[src/rtl/m_update_blocks_pkg.sv]
// Shared definitions for the block-grid update logic.
//   - Screen and grid geometry (pixels, cells, cell size as a shift).
//   - Number of cells in the blocks RAM.
//   - FSM state encoding for m_update_blocks.
//   - Saturating decrement helper for the remaining-blocks counter.
package m_update_blocks_pkg;

  localparam int SCREEN_W   = 160;
  localparam int SCREEN_H   = 120;
  localparam int GRID_W     = 20;
  localparam int GRID_H     = 15;
  localparam int CELL_SHIFT = 3;
  localparam int NUM_CELLS  = 300;
  localparam int ADDR_W     = 9;

  typedef enum logic [2:0] {
    S_IDLE    = 3'd0,
    S_FILL    = 3'd1,
    S_RD_ADDR = 3'd2,
    S_RD_WAIT = 3'd3,
    S_RD_CHK  = 3'd4,
    S_WR_CLR  = 3'd5,
    S_DONE    = 3'd6
  } state_t;

  // The block counter must never wrap below zero.
  function automatic logic [ADDR_W-1:0] sat_dec(input logic [ADDR_W-1:0] v);
    return (v == '0) ? '0 : v - 1'b1;
  endfunction

endpackage

[src/rtl/m_update_blocks_cell_index.sv]
// m_cell_index: combinational pixel-to-cell conversion.
//   i_x     : pixel x (8 bits)
//   i_y     : pixel y (7 bits)
//   o_addr  : cell address (y>>CELL_SHIFT)*GRID_W + (x>>CELL_SHIFT), 9 bits
//   o_valid : 1 when the pixel lies inside the visible screen
// Shared by the renderer and the collision logic so both agree on cell
// numbering.
module m_cell_index #(
  parameter int GRID_W     = m_update_blocks_pkg::GRID_W,
  parameter int CELL_SHIFT = m_update_blocks_pkg::CELL_SHIFT,
  parameter int SCREEN_W   = m_update_blocks_pkg::SCREEN_W,
  parameter int SCREEN_H   = m_update_blocks_pkg::SCREEN_H
) (
  input  logic [7:0] i_x,
  input  logic [6:0] i_y,
  output logic [8:0] o_addr,
  output logic       o_valid
);

  logic [8:0] w_row;
  logic [8:0] w_col;

  // Both operands are widened to 9 bits before the multiply so that even
  // out-of-range coordinates (up to 15*20+31) are represented without loss.
  assign w_row   = 9'(i_y >> CELL_SHIFT);
  assign w_col   = 9'(i_x >> CELL_SHIFT);
  assign o_addr  = (w_row * 9'(GRID_W)) + w_col;
  assign o_valid = (i_x < 8'(SCREEN_W)) && (i_y < 7'(SCREEN_H));

endmodule

[src/rtl/m_update_blocks.sv]
// m_update_blocks: fills the blocks RAM or consumes the block under the player.
//   clock     : rising-edge clock
//   resetn    : asynchronous active-low reset
//   enable    : start request, held high until finished is seen
//   init      : 1 = fill every cell, 0 = eat the cell under the player
//   player_x  : player pixel x (0..159 valid)
//   player_y  : player pixel y (0..119 valid)
//   finished  : operation complete, held while enable stays high
//   blk_addr  : blocks RAM address
//   blk_data  : blocks RAM write data
//   blk_wren  : blocks RAM write enable
//   blk_q     : blocks RAM read data (one-cycle read latency)
//   ate       : one-cycle pulse when a block is consumed
//   remaining : number of blocks still present
//   cleared   : remaining is zero and the grid has been filled at least once
module m_update_blocks #(
  parameter int GRID_W     = m_update_blocks_pkg::GRID_W,
  parameter int GRID_H     = m_update_blocks_pkg::GRID_H,
  parameter int CELL_SHIFT = m_update_blocks_pkg::CELL_SHIFT
) (
  input  logic       clock,
  input  logic       resetn,
  input  logic       enable,
  input  logic       init,
  input  logic [7:0] player_x,
  input  logic [6:0] player_y,
  output logic       finished,
  output logic [8:0] blk_addr,
  output logic       blk_data,
  output logic       blk_wren,
  input  logic       blk_q,
  output logic       ate,
  output logic [8:0] remaining,
  output logic       cleared
);

  import m_update_blocks_pkg::*;

  localparam int         CELLS      = GRID_W * GRID_H;
  localparam logic [8:0] LAST_ADDR  = 9'(CELLS - 1);
  localparam logic [8:0] FULL_COUNT = 9'(CELLS);

  state_t     r_state;
  state_t     w_next;

  logic       r_init;
  logic [7:0] r_px;
  logic [6:0] r_py;
  logic [8:0] r_fill_cnt;
  logic [8:0] r_remaining;
  logic       r_cleared;
  logic       r_filled;
  logic       r_finished;

  logic [7:0] w_x;
  logic [6:0] w_y;
  logic [8:0] w_cell;
  logic       w_valid;
  logic [8:0] w_rem_dec;

  logic [8:0] w_addr;
  logic       w_data;
  logic       w_wren;
  logic       w_ate;

  // In IDLE the live coordinates decide whether the eat is in range; after
  // that the latched copy keeps the address stable for the whole operation.
  assign w_x = (r_state == S_IDLE) ? player_x : r_px;
  assign w_y = (r_state == S_IDLE) ? player_y : r_py;

  m_cell_index #(
    .GRID_W     (GRID_W),
    .CELL_SHIFT (CELL_SHIFT),
    .SCREEN_W   (SCREEN_W),
    .SCREEN_H   (SCREEN_H)
  ) u_cell_index (
    .i_x     (w_x),
    .i_y     (w_y),
    .o_addr  (w_cell),
    .o_valid (w_valid)
  );

  assign w_rem_dec = sat_dec(r_remaining);

  always_ff @(posedge clock or negedge resetn) begin
    if (!resetn) begin
      r_state <= S_IDLE;
    end else begin
      r_state <= w_next;
    end
  end

  always_comb begin
    w_next = r_state;
    w_addr = '0;
    w_data = 1'b0;
    w_wren = 1'b0;
    w_ate  = 1'b0;
    case (r_state)
      S_IDLE: begin
        if (enable) begin
          if (init) begin
            w_next = S_FILL;
          end else if (!w_valid) begin
            w_next = S_DONE;
          end else begin
            w_next = S_RD_ADDR;
          end
        end
      end
      S_FILL: begin
        w_addr = r_fill_cnt;
        w_data = 1'b1;
        w_wren = 1'b1;
        if (r_fill_cnt == LAST_ADDR) begin
          w_next = S_DONE;
        end
      end
      S_RD_ADDR: begin
        w_addr = w_cell;
        w_next = S_RD_WAIT;
      end
      // Address is held through the wait so blk_q stays valid in RD_CHK.
      S_RD_WAIT: begin
        w_addr = w_cell;
        w_next = S_RD_CHK;
      end
      S_RD_CHK: begin
        w_addr = w_cell;
        w_next = blk_q ? S_WR_CLR : S_DONE;
      end
      S_WR_CLR: begin
        w_addr = w_cell;
        w_data = 1'b0;
        w_wren = 1'b1;
        w_ate  = 1'b1;
        w_next = S_DONE;
      end
      S_DONE: begin
        if (!enable) begin
          w_next = S_IDLE;
        end
      end
      default: begin
        w_next = S_IDLE;
      end
    endcase
  end

  always_ff @(posedge clock or negedge resetn) begin
    if (!resetn) begin
      r_init      <= 1'b0;
      r_px        <= '0;
      r_py        <= '0;
      r_fill_cnt  <= '0;
      r_remaining <= '0;
      r_cleared   <= 1'b0;
      r_filled    <= 1'b0;
      r_finished  <= 1'b0;
    end else begin
      // finished lags DONE by one cycle and drops on the edge that leaves DONE.
      r_finished <= (r_state == S_DONE) && enable;

      if ((r_state == S_IDLE) && enable) begin
        r_init     <= init;
        r_px       <= player_x;
        r_py       <= player_y;
        r_fill_cnt <= '0;
      end

      if (r_state == S_FILL) begin
        if (r_fill_cnt == LAST_ADDR) begin
          r_fill_cnt  <= '0;
          r_remaining <= FULL_COUNT;
          r_cleared   <= 1'b0;
          r_filled    <= r_filled | r_init;
        end else begin
          r_fill_cnt <= r_fill_cnt + 9'd1;
        end
      end

      // cleared is recomputed on the same edge the count changes.
      if (r_state == S_WR_CLR) begin
        r_remaining <= w_rem_dec;
        r_cleared   <= r_filled && (w_rem_dec == '0);
      end
    end
  end

  assign finished  = r_finished;
  assign blk_addr  = w_addr;
  assign blk_data  = w_data;
  assign blk_wren  = w_wren;
  assign ate       = w_ate;
  assign remaining = r_remaining;
  assign cleared   = r_cleared;

endmodule

[config.mk]
export PLATFORM = sky130hd
export DESIGN_NAME = m_update_blocks
export DESIGN_NICKNAME = d
export VERILOG_FILES = /design/src/rtl/m_update_blocks_pkg.sv /design/src/rtl/m_update_blocks_cell_index.sv /design/src/rtl/m_update_blocks.sv
export SDC_FILE = /design/constraint.sdc
export NUM_CORES = 1
export LEC_CHECK = 0
export CAP_MARGIN = 20
export CORE_MARGIN = 3
export CORE_UTILIZATION = 65
export DETAILED_ROUTE_END_ITERATION = 8
export DONT_BUFFER_PORTS = 1
export GPL_TIMING_DRIVEN = 0
export PLACE_DENSITY_LB_ADDON = 0.3
export SYNTH_ARGS = -nofsm -noshare
export SYNTH_HDL_FRONTEND = slang
export SYNTH_SLANG_ARGS = --single-unit
[constraint.sdc]
create_clock -name clock -period 7 [get_ports clock]
set_clock_uncertainty 0.1 [all_clocks]
set_input_delay 1.4 -clock clock [delete_from_list [all_inputs] [get_ports clock]]
set_output_delay 1.4 -clock clock [all_outputs]
set_load 0.03 [all_outputs]
==> impl_metrics.toml, run 1 <==
[status]
outcome = "complete, no violations"

[floorplanning]
die_h_um = 66.16
initial_utilization = 0.6886
io_pins = 43
fp.dieW_um = 66.16
row_count = 21
die_area_um2 = 4376
core_region_area_um2 = 3416

[flow_run]
maxCapViolCount = 0

[critical_path]
path_max_fanout = 4
cp.required_ns = 5.50
setup.worst_path.start_class = "input port"
end_kind = "output port"
crit_arrival_ns = 4.14
critPathKind = "input port to output port"

[clock_tree]
cts_sinks = 34
clk_root_buffer_cell = "clkbuf_4"
cts-htree-levels = 2
cts.reportedPaths.clkPinSlew_ns = 0.11
tritoncts.num_buffers = 5
post_cts_buffers = 0
cts_tree = "built"
cts_buffer_depth = 2
clk_latency_ns = 0.35
postCtsResizedCells = 0
ctsHoldBuffers = 0

[final_layout]
synthToLayoutAreaGrowth_pct = 5.745
layout-drive-gt1-share = 0.08532
final_util = 0.7282
final_area_um2 = 2487
fin_nets = 322
fillers = 262
n_antenna_cell = 0

[sta]
slew_headroom = 0.3304
hold_viol = 0
post-route-period-util = 0.8059
fin_ws_ns = 1.359
drv_slew = 0
rsz0062_at_grt = "false"
setup_tns_ns = 0
tightest_slew_ns = 0.9938
fin_crit_ns = 5.641
fmax_ghz = 0.1773
setup_violations = 0

[detailed_routing]
drt_iter0_drc = 179
first_pass_iters = 5
wl_um = 5359
avgViaCountPerCell = 6.236
post_drt_wl_per_cell_um = 15.81
ant_nets = 0
drc = 0
vias = 2114

[placement]
dp_slack_ns = 1.394
place_area_um2 = 2410
routabilityCongestion = 0.8766
hpwl_um = 3900
portBuffers = 0

[worst_hold_path]
min_path_type = "flip-flop to flip-flop"

[power_and_ir_drop]
p_leak_nw = 1.120
pwr_density_cell_nw_per_um2 = 557.8
irDropWorstVdd_uv = 522.2
finalPower_mw = 1.387

[logic_synthesis]
netlist_area_um2 = 2352
syn-instance-count = 285
synthFlopType = "dfrtp_1"
synth_cell_types = 55
synth-seq-cells = 34
synth_edf_count = 0
syn-num-nets = 315
syn_avg_cell_area_um2 = 8.254
async_flop_share = 1.000
yosysWarnings = 0
yosysSeqAreaShare = 0.3617

[global_routing]
grt_first_pass_wirelength_um = 8845
gr-total-overflow = 0
antenna_found_initial = 0
grt_usage = 0.2622
grt_max_degree = 35
grt_pass1_vias = 1995
-- through the flow --
| step | hold WS [ns] | std cells |
|---|---|---|
| 6_report | 0.3881 | 339 |
| 5_1_grt | 0.4109 | 339 |
| 4_1_cts | 0.3901 | 339 |
| 3_5_place_dp | 0.3623 | 331 |
| 3_3_place_gp | 0.3546 | 331 |
| 2_1_floorplan | 0.3414 | 285 |
-- cells in the final DEF, fill, tap and decap left out, drive strengths merged, types with 5 or more instances in the layout --
cell / n
clkbuf: 11
o21ai: 38
xnor2: 6
inv: 14
o31ai: 5
nand2: 57
a21oi: 12
nand3: 6
dfrtp: 34
buf: 5
or3: 5
ha: 10
nor2: 20
nor3: 5
-- worst max-delay path, cell delays in order --
cell and delay [ns]:
nor4b_1 0.45, or2_2 0.24, ha_1 0.25, ha_1 0.20
ha_1 0.18, a311oi_1 0.27, xnor2_1 0.17, or3_1 0.36
o211ai_1 0.61
-- power by group --
| group | switching (mW) | internal (mW) | leakage [nW] |
|---|---|---|---|
| logic | 0.554 | 0.307 | 0.640 |
| clock network | 0.0717 | 0.0739 | 0.0450 |
| registers | 0.120 | 0.261 | 0.434 |
| total | 0.745 | 0.642 | 1.12 |
-- worst paths after layout --
kind                              start             to  slack, ns  cells after the start
max                         player_y[4]    blk_addr[8]       1.36                      9
min                             r_py[3]        r_py[3]       0.39                      2
max reg2reg                remaining[0]        cleared       4.23                      7
min reg2reg                     r_py[3]        r_py[3]       0.39                      2
max in group asynchronous        resetn  r_fill_cnt[0]       6.09                      0
min in group asynchronous        resetn   remaining[8]       0.62                      0
-- cells by family after synthesis --
| logic type | after synthesis | share of synthesized area |
|---|---|---|
| XOR/XNOR | 9 | 0.03351 |
| multiplexers | 4 | 0.02234 |
| flip-flops | 34 | 0.3617 |
| adder cells (fa/ha/maj) | 11 | 0.05798 |
| AO/OA/AOI/OAI | 87 | 0.2378 |
| AND/OR/NAND/NOR | 114 | 0.2351 |
| buffers and inverters | 26 | 0.05159 |
-- layout make-up --
cell class	count	area (µm²)	share of cell area
multi-input cells	225	1380	0.5548
clock buffers	5	37.54	0.01509
clock inverters	3	40.04	0.01610
inverters	15	56.30	0.02264
flip-flops and latches	34	850.8	0.3421
well taps	46	57.56	0.02314
plain buffers	11	65.06	0.02616
-- synthesized netlist by cell type, types with 6 or more instances --
cell       n  area (µm²)
nor2_1    20       75.07
clkbuf_1   6       22.52
ha_1      10       125.1
dfrtp_1   34       850.8
xnor2_1    6       52.55
nand3_1    6       30.03
a21oi_1   12       60.06
o21ai_0   36       180.2
inv_1     14       52.55
nand2_1   57       214.0
-- state kept, by name (all words and copies together), names as in the netlist --
| name | cells |
|---|---|
| r_filled | 1 |
| r_px | 5 |
| r_state | 3 |
| remaining | 9 |
| cleared | 1 |
| r_init | 1 |
| r_fill_cnt | 9 |
| finished | 1 |
| r_py | 4 |
-- routing by layer --
layer	up-vias	GRT usage	wire, µm
met5	-	0	0
met4	0	0.09898	95
met3	9	0.06633	427
met2	87	0.4077	2398
met1	982	0.3495	2437
li1	1036	-	-
No activity file was read; power rests on OpenSTA's default activity.
==> inputs of run 2 (changes only) <==
Settings changed: CORE_UTILIZATION 65 to 63.
Clock period 7 ns to 5.85 ns, I/O delays scaled along.
==> run 2 against run 1 <==
Design area is 0.55% higher. Utilization is 0.71 points lower. Final cell count stayed put. Sequential power is 20% higher. Sequential cell count stayed put. Combinational power is 19% higher. Global-route usage is 1.4 points higher. Highest routed layer unchanged.
==> impl_metrics.toml, run 2 (synthesis gave the netlist of run 1 again) <==
[clock_tree]
clk_root_buffer_cell = "clkbuf_8"
cts_tree = "built"
postCtsResizedCells = 0
cts_buffer_depth = 2
clk_latency_ns = 0.29
cts_sinks = 34
post_cts_buffers = 0
cts.reportedPaths.clkPinSlew_ns = 0.07
tritoncts.num_buffers = 5
cts-htree-levels = 2
ctsHoldBuffers = 0

[global_routing]
grt_first_pass_wirelength_um = 9487
antenna_found_initial = 0
grt_usage = 0.2762
grt_pass1_vias = 2080
grt_max_degree = 35
gr-total-overflow = 0

[floorplanning]
die_h_um = 67.11
core_region_area_um2 = 3468
initial_utilization = 0.6782
row_count = 21
die_area_um2 = 4503
fp.dieW_um = 67.11
io_pins = 43

[final_layout]
synthToLayoutAreaGrowth_pct = 6.330
layout_commonest_cell = "nand2_1"
layout-drive-gt1-share = 0.08191
fin_nets = 322
final_area_um2 = 2501
n_antenna_cell = 0
final_cell_mix = "57 x nand2_1, 36 x o21ai_0, 34 x dfrtp_1"

[detailed_routing]
wl_um = 5462
first_pass_iters = 4
avgViaCountPerCell = 6.289
ant_nets = 0
vias = 2132
post_drt_wl_per_cell_um = 16.11
drt_iter0_drc = 176
drc = 0

[sta]
fin_crit_ns = 5.127
post-route-period-util = 0.8763
slew_headroom = 0.3353
rsz0062_at_grt = "false"
tightest_slew_ns = 0.9866
setup_tns_ns = 0
hold_viol = 0
fmax_ghz = 0.1951
drv_slew = 0
setup_violations = 0

[placement]
place_area_um2 = 2410
portBuffers = 0
routabilityCongestion = 0.8363
hpwl_um = 4009

[critical_path]
critPathSlowestCell = "o211ai_1"
path_buf_inv = 0
path_max_fanout = 4
setup.worst_path.start_class = "input port"
worstPathCellList = "nor4b_1 > or2_2 > ha_1 > ha_1 > ha_1 > a311oi_1 > xnor2_1 > or3_1 > o211ai_1"
critPathKind = "input port to output port"
crit_arrival_ns = 3.86
cpMostUsedCell = "ha_1"
cp.required_ns = 4.58
end_kind = "output port"
slowest_delay_ns = 0.60
critPathTopFamily = "simple AND/OR/NAND/NOR gates"

[power_and_ir_drop]
pwr_density_cell_nw_per_um2 = 668.2
irDropWorstVdd_uv = 595.3
p_leak_nw = 1.123

[status]
outcome = "complete, no violations"

[flow_run]
maxCapViolCount = 0

[worst_hold_path]
min_path_type = "flip-flop to flip-flop"
run 2: cell count changes in the layout (fill, tap and decap cells not counted), sizes merged:
cell    before  now
clkbuf      11   13
clkinv       3    2
bufinv       1    0
run 2: through the flow:
step                      setup WS, ns  utilization  power, mW  std cells  hold WS, ns
final                           0.7235       0.7211      1.671        339       0.3893
after global routing            0.5504       0.7211      1.816        339       0.4157
after CTS                       0.7213       0.7211      1.668        339       0.3908
after detailed placement        0.7281       0.6948      1.485        331       0.3708
after global placement          0.7542       0.6948      1.450        331       0.3552
after floorplan                 0.9813            -      1.294        285       0.3414
run 2: layer usage:
metal	track usage	vias up	share of wire
li1	-	1037	-
met2	0.4528	68	0.49
met3	0.07757	11	0.068
met5	0	-	0
met4	0.09367	0	0.013
met1	0.3481	1016	0.43
run 2: layout make-up:
class                           instances  area, µm²
Buffer                                 11      65.06
Clock buffer                            7      86.33
Clock inverter                          1      5.005
Fill cell                             287      967.2
Inverter                               15      56.30
Multi-Input combinational cell        225       1380
Sequential cell                        34      850.8
Tap cell                               46      57.56
run 2: worst paths after layout:
| path | cells past startpoint | end | slack, ns | start |
|---|---|---|---|---|
| worst min register to register | 1 | r_filled | 0.39 | r_filled |
| max in group asynchronous | 0 | r_fill_cnt[7] | 5.10 | resetn |
| worst max register to register | 6 | remaining[1] | 3.05 | remaining[0] |
| worst min-delay path | 1 | r_filled | 0.39 | r_filled |
| worst max-delay path | 9 | blk_addr[8] | 0.72 | player_y[4] |
| min in group asynchronous | 0 | finished | 0.47 | resetn |
run 2: where the power goes:
| group | total, mW | switching [mW] | leakage [nW] | internal (mW) |
|---|---|---|---|---|
| Sequential | 0.455 | 0.143 | 0.434 | 0.313 |
| Clock | 0.182 | 0.0868 | 0.0482 | 0.0950 |
| Combinational | 1.03 | 0.667 | 0.640 | 0.368 |
